File: config.mk
export PLATFORM = sky130hd
export DESIGN_NAME = hp_reg3_dma
export DESIGN_NICKNAME = d
export VERILOG_FILES = /design/src/rtl/hp_reg3_dma.sv
export SDC_FILE = /design/constraint.sdc
export NUM_CORES = 1
export LEC_CHECK = 0
export CAP_MARGIN = 20
export CORE_MARGIN = 2
export CORE_UTILIZATION = 49
export CTS_BUF_LIST = sky130_fd_sc_hd__clkbuf_16
export DETAILED_ROUTE_END_ITERATION = 8
export PLACE_DENSITY = 0.92
export SYNTH_ARGS = -nofsm -noshare
export SYNTH_HDL_FRONTEND = slang
export SYNTH_SLANG_ARGS = --single-unit
File: constraint.sdc
create_clock -name p_phi2 -period 2.8 [get_ports p_phi2]
set_input_delay 0.56 -clock p_phi2 [delete_from_list [all_inputs] [get_ports p_phi2]]
set_output_delay 0.56 -clock p_phi2 [all_outputs]
set_load 0.005 [all_outputs]
File: src/rtl/hp_reg3_dma.sv
// Parasite-side DMA engine: drains the register-3 host-to-parasite FIFO into
// consecutive parasite memory addresses, in the FIFO's one-byte or two-byte mode.
module hp_reg3_dma #(
  parameter int ADDR_W = 16
) (
  input  logic              p_phi2,
  input  logic              h_rst_b,
  input  logic              start,
  input  logic              abort,
  input  logic              one_byte_mode,
  input  logic [ADDR_W-1:0] start_addr,
  input  logic [15:0]       byte_count,
  input  logic              p_data_available,
  input  logic              p_two_bytes_available,
  input  logic [7:0]        p_data,
  output logic              p_selectData,
  output logic              p_rdnw,
  output logic [ADDR_W-1:0] mem_addr,
  output logic [7:0]        mem_wdata,
  output logic              mem_we,
  input  logic              mem_ready,
  output logic              busy,
  output logic              done
);

  localparam logic [2:0] S_IDLE   = 3'd0;
  localparam logic [2:0] S_WAIT   = 3'd1;
  localparam logic [2:0] S_READ0  = 3'd2;
  localparam logic [2:0] S_WRITE0 = 3'd3;
  localparam logic [2:0] S_READ1  = 3'd4;
  localparam logic [2:0] S_WRITE1 = 3'd5;
  localparam logic [2:0] S_DONE   = 3'd6;

  logic [2:0]        state_q, state_nxt;
  logic [ADDR_W-1:0] addr_q, addr_nxt;
  logic [15:0]       count_q, count_nxt, count_dec;
  logic [7:0]        wdata_q, wdata_nxt;
  logic              one_byte_q, one_byte_nxt;
  logic              sel_q, we_q, busy_q, done_q;

  // Saturating decrement so the byte counter can never wrap below zero.
  assign count_dec = (count_q != 16'd0) ? count_q - 16'd1 : 16'd0;

  // NOTE: every variable gets a default at the top of the block; a path that
  // leaves one unassigned would infer a latch.
  always_comb begin
    state_nxt    = state_q;
    addr_nxt     = addr_q;
    count_nxt    = count_q;
    wdata_nxt    = wdata_q;
    one_byte_nxt = one_byte_q;

    if (abort && (state_q != S_IDLE)) begin
      // Abort outranks everything, including a write being accepted this edge.
      state_nxt = S_IDLE;
    end else begin
      case (state_q)
        S_IDLE: begin
          if (start) begin
            addr_nxt     = start_addr;
            count_nxt    = byte_count;
            one_byte_nxt = one_byte_mode;
            state_nxt    = (byte_count == 16'd0) ? S_DONE : S_WAIT;
          end
        end

        S_WAIT: begin
          if (one_byte_q ? p_data_available : p_two_bytes_available)
            state_nxt = S_READ0;
        end

        S_READ0: begin
          wdata_nxt = p_data;
          state_nxt = S_WRITE0;
        end

        S_WRITE0: begin
          if (mem_ready) begin
            addr_nxt  = addr_q + ADDR_W'(1);
            count_nxt = count_dec;
            // Two-byte mode always reads the second byte so the FIFO pair empties.
            if (!one_byte_q)
              state_nxt = S_READ1;
            else if (count_dec == 16'd0)
              state_nxt = S_DONE;
            else
              state_nxt = S_WAIT;
          end
        end

        S_READ1: begin
          // Odd total: the surplus byte is consumed from the FIFO and dropped.
          if (count_q == 16'd0) begin
            state_nxt = S_DONE;
          end else begin
            wdata_nxt = p_data;
            state_nxt = S_WRITE1;
          end
        end

        S_WRITE1: begin
          if (mem_ready) begin
            addr_nxt  = addr_q + ADDR_W'(1);
            count_nxt = count_dec;
            state_nxt = (count_dec == 16'd0) ? S_DONE : S_WAIT;
          end
        end

        S_DONE:  state_nxt = S_IDLE;

        default: state_nxt = S_IDLE;
      endcase
    end
  end

  // NOTE: sequential state uses non-blocking assignments so every flop samples
  // the pre-edge values regardless of statement order.
  always_ff @(negedge p_phi2 or negedge h_rst_b) begin
    if (!h_rst_b) begin
      state_q    <= S_IDLE;
      addr_q     <= '0;
      count_q    <= '0;
      wdata_q    <= '0;
      one_byte_q <= 1'b0;
      sel_q      <= 1'b0;
      we_q       <= 1'b0;
      busy_q     <= 1'b0;
      done_q     <= 1'b0;
    end else begin
      state_q    <= state_nxt;
      addr_q     <= addr_nxt;
      count_q    <= count_nxt;
      wdata_q    <= wdata_nxt;
      one_byte_q <= one_byte_nxt;
      // Strobes are decoded from the next state into their own flops so the
      // outputs come straight from registers.
      sel_q      <= (state_nxt == S_READ0)  || (state_nxt == S_READ1);
      we_q       <= (state_nxt == S_WRITE0) || (state_nxt == S_WRITE1);
      busy_q     <= (state_nxt != S_IDLE)   && (state_nxt != S_DONE);
      done_q     <= (state_nxt == S_DONE);
    end
  end

  assign p_selectData = sel_q;
  assign p_rdnw       = 1'b1;
  assign mem_addr     = addr_q;
  assign mem_wdata    = wdata_q;
  assign mem_we       = we_q;
  assign busy         = busy_q;
  assign done         = done_q;

endmodule

==> results of run 1 <==
-- power by group through the flow --
stage | combinational [W] | clock [W] | sequential, W
floorplan | 0.00142 | 0 | 0.00133
global placement | 0.00226 | 0 | 0.00139
detailed placement | 0.00236 | 0 | 0.00141
CTS | 0.00239 | 0.000582 | 0.00140
global route | 0.00271 | 0.000614 | 0.00146
finish | 0.00250 | 0.000575 | 0.00142
-- final timing paths --
path | startpoint | end | slack (ns) | cells after the start
max in group asynchronous | h_rst_b | mem_addr[1]$_DFFE_NN0P_ | 1.01 | 2
hold reg to reg | mem_wdata[0]$_DFFE_NN0P_ | mem_wdata[0]$_DFFE_NN0P_ | 0.44 | 1
min in group asynchronous | h_rst_b | count_q[6]$_DFFE_NN0P_ | 1.50 | 2
setup / recovery | byte_count[4] | busy$_DFF_NN0_ | -0.57 | 8
hold / removal | mem_wdata[0]$_DFFE_NN0P_ | mem_wdata[0]$_DFFE_NN0P_ | 0.44 | 1
setup reg to reg | count_q[0]$_DFFE_NN0P_ | busy$_DFF_NN0_ | 0.21 | 9
-- final cells by class --
cell class / count / area share, %
Multi-Input combinational cell: 268 / 41.42
Clock buffer: 5 / 2.831
Inverter: 8 / 0.6795
Tap cell: 75 / 2.123
Timing Repair Buffer: 139 / 25.59
Sequential cell: 48 / 27.18
Clock inverter: 2 / 0.1699
-- synth_stat cells (2+ instances only) --
library cell  instances
a21oi_1              48
dfrtn_1              48
o21ai_0              38
nor2_1               33
nand2_1              25
nor3_1               12
buf_2                11
clkbuf_1              9
nand3_1               9
inv_1                 8
nor4_1                8
o22ai_1               7
mux2_2                6
a32oi_1               5
and3_1                5
nor2b_1               5
a22oi_1               4
a31oi_1               3
nand2b_1              3
o2bb2ai_1             3
o32ai_1               3
or3_1                 3
a211oi_1              2
a2bb2oi_1             2
a31o_2                2
buf_4                 2
buf_6                 2
ha_1                  2
mux2_1                2
mux2i_1               2
nand4_1               2
o21ai_1               2
o31ai_1               2
-- cell families (layout without fill, tap and decap cells) --
logic type	count (synthesis)	after routing
adders and majority gates	2	2
other	1	1
muxes	10	10
xor gates and xnor gates	1	1
and+or+nand+nor	121	121
DFF	48	48
AOI/OAI and AO/OA	133	133
buffers and inverters	32	154
-- worst register-to-register path, stage by stage, from the launching register on --
cell,delay [ns]
dfrtn_1,0.50
inv_1,0.10
ha_2,0.34
and4bb_2,0.23
nand4_1,0.11
a2111oi_2,0.44
and4_4,0.32
a211oi_2,0.09
a21oi_2,0.21
a21oi_1,0.09
-- flip-flops by register name (all words and copies together), names as in the netlist, 3 cells and up --
| signal | cells |
|---|---|
| mem_addr | 16 |
| mem_wdata | 8 |
| state_q | 3 |
| count_q | 16 |
-- per-layer routing --
layer  share of wire (%)  track usage (%)  vias up
li1                    -                -     1529
met1                  39            35.36     1591
met2                  51            51.54      180
met3                 7.4            3.956       27
met4                 3.0            10.33        0
met5                   0                0        -
-- stage by stage --
step | setup TNS, ns | hold slack [ns]
global placement | -39.32 | 0.4495
finish | -4.734 | 0.4446
global route | -7.928 | 0.4758
floorplan | -6.858 | 0.4300
CTS | -5.058 | 0.4472
detailed placement | -40.16 | 0.4519
-- layout by cell type (no fill, tap or decap), drive strengths merged, types with 4 or more instances in the layout --
cell            n
dlymetal6s2s    5
nor2b           5
clkdlybuf4s50  27
dlygate4sd2     5
o22ai           7
nand2          26
buf            99
nor2           33
mux2            8
dfrtn          48
nor4            9
a22oi           4
a21oi          50
nand3          10
clkbuf          5
inv             8
o21ai          40
and3            5
nor3           13
a32oi           5
-- what timing repair did --
action                                  in CTS  in global routing
pin swaps                                   11                 12
gates resized for setup                    171                 17
cloned                                       0                  0
setup buffers                               14                  5
endpoints found under the setup margin      76                 68
==> impl_metrics.py, run 1 <==
metrics = {
    "sta": {
        "finalSetupViolations": 40,
        "slew_violations": 0,
        "max_slew.worst_pin.slew_ns": 0.6213,
        "rsz0062_at_grt": "yes",
        "relSlewSlack_pct": 58.49,
        "hold_violations": 0,
        "clock_skew_ns": 0.003962,
        "setup_ws_ns": -0.5675,
    },
    "detailed_routing": {
        "drc": 0,
        "vias": 3327,
        "wl_per_cell_um": 17.07,
        "ant_nets": 0,
        "drt_iter0_drc": 435,
        "drt-total-wl_um": 9305,
        "via_per_inst": 6.105,
        "first_pass_iters": 5,
    },
    "global_routing": {
        "grt_max_degree": 49,
        "antenna_found_initial": 0,
        "grt_pass1_vias": 3322,
        "grt_pass1_wl_um": 15120,
        "track_usage_pct": 28.85,
        "grt_overflow": 0,
    },
    "power": {
        "leakage_nw": 1.895,
        "p_int_w": 0.002566,
        "pwr-share-comb_pct": 55.5,
        "peakVddDrop_uv": 607.2,
        "clock_power_share_pct": 12.8,
        "p_switching_w": 0.001927,
        "powerDensity_mw_per_mm2": 1017,
        "p_sw_share_pct": 42.89,
        "seqPwrFrac_pct": 31.7,
        "p_total_w": 0.004493,
    },
    "die": {
        "io_pins": 77,
        "dieArea_mm2": 0.006735,
        "die_w_um": 82.07,
        "start_util_pct": 50.44,
        "die_h_um": 82.07,
        "coreArea_mm2": 0.005921,
        "fp-row-count": 28,
    },
    "yosys": {
        "avgSynthCellArea_um2": 8.582,
        "syn_area_mm2": 0.002987,
        "syn_inst": 348,
        "synth_cell_type_count": 63,
        "ys_top_cells_by_area": "dfrtn_1 40%, a21oi_1 8.0%, o21ai_0 6.4%",
        "syn_nets": 398,
        "synth_top_cell_by_area": "dfrtn_1",
        "synth_top_family_by_area": "compound AO/OA/AOI/OAI gates",
        "synthArstFlopShare_pct": 100.0,
        "ys.warnings.count": 0,
        "synthAdderAreaFrac_pct": 0.8379,
        "synth-seq-area-share_pct": 40.22,
        "ys_seq_elements": 48,
        "synth-edff-count": 0,
        "synth_xor_area_share_pct": 0.2933,
        "synth_top_area_share_pct": 40.22,
        "synth_mux_area_share_pct": 3.687,
        "synthSimpleGateAreaFrac_pct": 21.70,
        "synth_flop_cell": "dfrtn_1",
        "synth_compound_area_share_pct": 27.90,
    },
    "outcome": {
        "violations": "negative setup slack",
        "outcome": "finished, violations left",
    },
    "clock_network": {
        "hold_buffers": 0,
        "htree_num_levels": 2,
        "root_buffer": "clkbuf_16",
        "clk_pin_slew_worst_paths_ns": 0.05,
        "cts_buffer_depth": 2,
        "cts_tree": "yes",
        "clock_sinks": 48,
        "clk_latency_ns": 0.30,
        "cts_made_buffers": 5,
    },
    "worst_setup_path": {
        "crit_family": "simple AND/OR/NAND/NOR gates",
        "cp.arrival_ns": 2.12,
        "worstPathRequired_ns": 1.55,
        "crit_path_max_fanout": 3,
        "worstSetupPathType": "in -> reg",
        "crit_chain": "clkdlybuf4s15_1, nor4_2, nand4b_1, nand3b_1, a21oi_2, a211oi_2, a21oi_2, a21oi_1",
        "cpMaxStageDelayCell": "nor4_2",
        "cpPeakStageDelay_ns": 0.30,
        "cp-start-kind": "input pin",
        "critPathBufInv": 1,
        "critPathCaptureType": "register",
        "crit_top_cell": "a21oi_2",
    },
    "finish": {
        "instances_no_fill": 545,
        "multi_input_area_mm2": 0.001831,
        "fill_cells": 407,
        "layout-drive-gt1-share_pct": 35.74,
        "layout.area.seq_mm2": 0.001201,
        "syn2layout_area_growth_pct": 47.97,
        "stdcell_area_mm2": 0.004419,
        "num_antenna_cells": 0,
        "nets": 520,
        "utilization_pct": 74.64,
    },
    "place": {
        "io_buffer_count": 75,
        "dp_hpwl_um": 6257,
        "dp_slack_ns": -1.184,
        "gp_routability_congestion": 0.9352,
        "dp.cells": 521,
        "placed_cell_area_mm2": 0.004219,
    },
    "worst_hold_path": {
        "holdCritPathClass": "reg -> reg",
    },
    "job": {
        "maxCapViolations": 0,
    },
}
No activity file was read; power rests on OpenSTA's default activity.
==> run 2, diff against run 1 <==
--- a/config.mk
+++ b/config.mk
@@ -11,6 +11,7 @@
 export CTS_BUF_LIST = sky130_fd_sc_hd__clkbuf_16
 export DETAILED_ROUTE_END_ITERATION = 8
 export PLACE_DENSITY = 0.92
+export SKIP_LAST_GASP = 1
 export SYNTH_ARGS = -nofsm -noshare
 export SYNTH_HDL_FRONTEND = slang
 export SYNTH_SLANG_ARGS = --single-unit
==> impl_metrics.py, run 2 (same netlist as run 1, synthesis figures left out) <==
metrics = {
    "outcome": {
        "outcome": "finished, violations left",
        "violations": "negative setup slack",
    },
    "die": {
        "dieArea_mm2": 0.006735,
        "die_w_um": 82.07,
        "coreArea_mm2": 0.005921,
        "die_h_um": 82.07,
        "fp-row-count": 28,
        "start_util_pct": 50.44,
        "io_pins": 77,
    },
    "global_routing": {
        "grt_pass1_wl_um": 15150,
        "grt_pass1_vias": 3306,
        "grt_overflow": 0,
        "track_usage_pct": 28.87,
        "grt_max_degree": 49,
        "antenna_found_initial": 0,
    },
    "sta": {
        "relSlewSlack_pct": 59.03,
        "clock_skew_ns": 0.003426,
        "tns_ns": -5.544,
        "finalSetupViolations": 46,
        "slew_violations": 0,
        "rsz0062_at_grt": "yes",
        "hold_violations": 0,
        "whs_ns": 0.4446,
        "max_slew.worst_pin.slew_ns": 0.6132,
        "setup_ws_ns": -0.5597,
    },
    "power": {
        "p_total_w": 0.004531,
        "leakage_nw": 1.917,
        "powerDensity_mw_per_mm2": 1020,
        "peakVddDrop_uv": 626.0,
    },
    "detailed_routing": {
        "via_per_inst": 6.151,
        "wl_per_cell_um": 17.34,
        "ant_nets": 0,
        "drc": 0,
        "drt_iter0_drc": 467,
        "drt-total-wl_um": 9505,
        "first_pass_iters": 7,
        "vias": 3371,
    },
    "finish": {
        "fill_cells": 401,
        "syn2layout_area_growth_pct": 48.68,
        "nets": 523,
        "layout.area.seq_mm2": 0.001201,
        "layout-drive-gt1-share_pct": 34.67,
        "num_antenna_cells": 0,
        "layout_commonest_cell": "buf_4",
        "multi_input_area_mm2": 0.001805,
        "mostFrequentLayoutCells": "60 x buf_4, 48 x dfrtn_1, 36 x a21oi_1",
        "instances_no_fill": 548,
    },
    "place": {
        "gp_routability_congestion": 0.9352,
        "io_buffer_count": 75,
        "dp_slack_ns": -1.184,
        "dp_hpwl_um": 6257,
        "dp.cells": 521,
    },
    "worst_setup_path": {
        "crit_top_cell": "a21oi_2",
        "cp-start-kind": "input pin",
        "worstPathRequired_ns": 1.55,
        "cpMaxStageDelayCell": "dlygate4sd2_1",
        "worstSetupPathType": "in -> reg",
        "critPathBufInv": 1,
        "crit_path_max_fanout": 3,
        "cpPeakStageDelay_ns": 0.26,
        "crit_chain": "dlygate4sd2_1, nor4_2, nand4b_1, nand3b_1, a21oi_2, a211oi_2, a21oi_2, a21oi_1",
        "critPathCaptureType": "register",
        "crit_family": "simple AND/OR/NAND/NOR gates",
        "cp.arrival_ns": 2.11,
    },
    "clock_network": {
        "clk_pin_slew_worst_paths_ns": 0.05,
        "clock_sinks": 48,
        "clk_latency_ns": 0.31,
        "hold_buffers": 0,
        "cts_tree": "yes",
        "cts_buffer_depth": 2,
        "htree_num_levels": 2,
        "root_buffer": "clkbuf_16",
        "cts_made_buffers": 5,
    },
    "worst_hold_path": {
        "holdCritPathClass": "reg -> reg",
    },
    "job": {
        "maxCapViolations": 0,
    },
}
==> run 2: cell type report <==
type                            instances  area share (%)
Clock buffer                            5           2.818
Multi-Input combinational cell        268           40.66
Clock inverter                          2          0.1691
Sequential cell                        48           27.05
Tap cell                               75           2.113
Inverter                                8          0.6762
Timing Repair Buffer                  142           26.51
==> run 2: worst paths after layout <==
check	slack, ns	cells after the start	endpoint	from
worst min register to register	0.44	1	mem_wdata[0]$_DFFE_NN0P_	mem_wdata[0]$_DFFE_NN0P_
min in group asynchronous	1.50	2	count_q[6]$_DFFE_NN0P_	h_rst_b
worst max register to register	0.18	9	busy$_DFF_NN0_	count_q[0]$_DFFE_NN0P_
worst max-delay path	-0.56	8	busy$_DFF_NN0_	byte_count[5]
max in group asynchronous	1.01	2	mem_addr[14]$_DFFE_NN0P_	h_rst_b
worst min-delay path	0.44	1	mem_wdata[0]$_DFFE_NN0P_	mem_wdata[0]$_DFFE_NN0P_
==> run 2: metrics by stage <==
| stage | instance area, um^2 | utilization, % |
|---|---|---|
| 4_1_cts | 4329 | 73.12 |
| 6_report | 4441 | 75.00 |
| 2_1_floorplan | 3129 | - |
| 3_3_place_gp | 4219 | 71.26 |
| 3_5_place_dp | 4219 | 71.26 |
| 5_1_grt | 4441 | 75.00 |
==> run 2: routing by layer <==
metal  part of all wire (%)  vias up  global-route usage [%]
li1                       -     1535                       -
met1                     38     1596                   35.99
met2                     51      209                   51.71
met3                    8.1       31                   3.407
met4                    2.5        0                   9.500
met5                      0        -                       0
==> run 2: power by group <==
| part | internal (W) | switching (W) | total (W) |
|---|---|---|---|
| sequential | 0.00105 | 0.000375 | 0.00142 |
| clock | 0.000321 | 0.000258 | 0.000578 |
| combinational | 0.00123 | 0.00130 | 0.00253 |
==> run 2: repair_timing <==
item                       4_1_cts  5_1_grt
buffers inserted                14        6
cloned                           0        2
resized for setup              160       19
setup endpoints to repair       76       67
pin swaps                       11       12
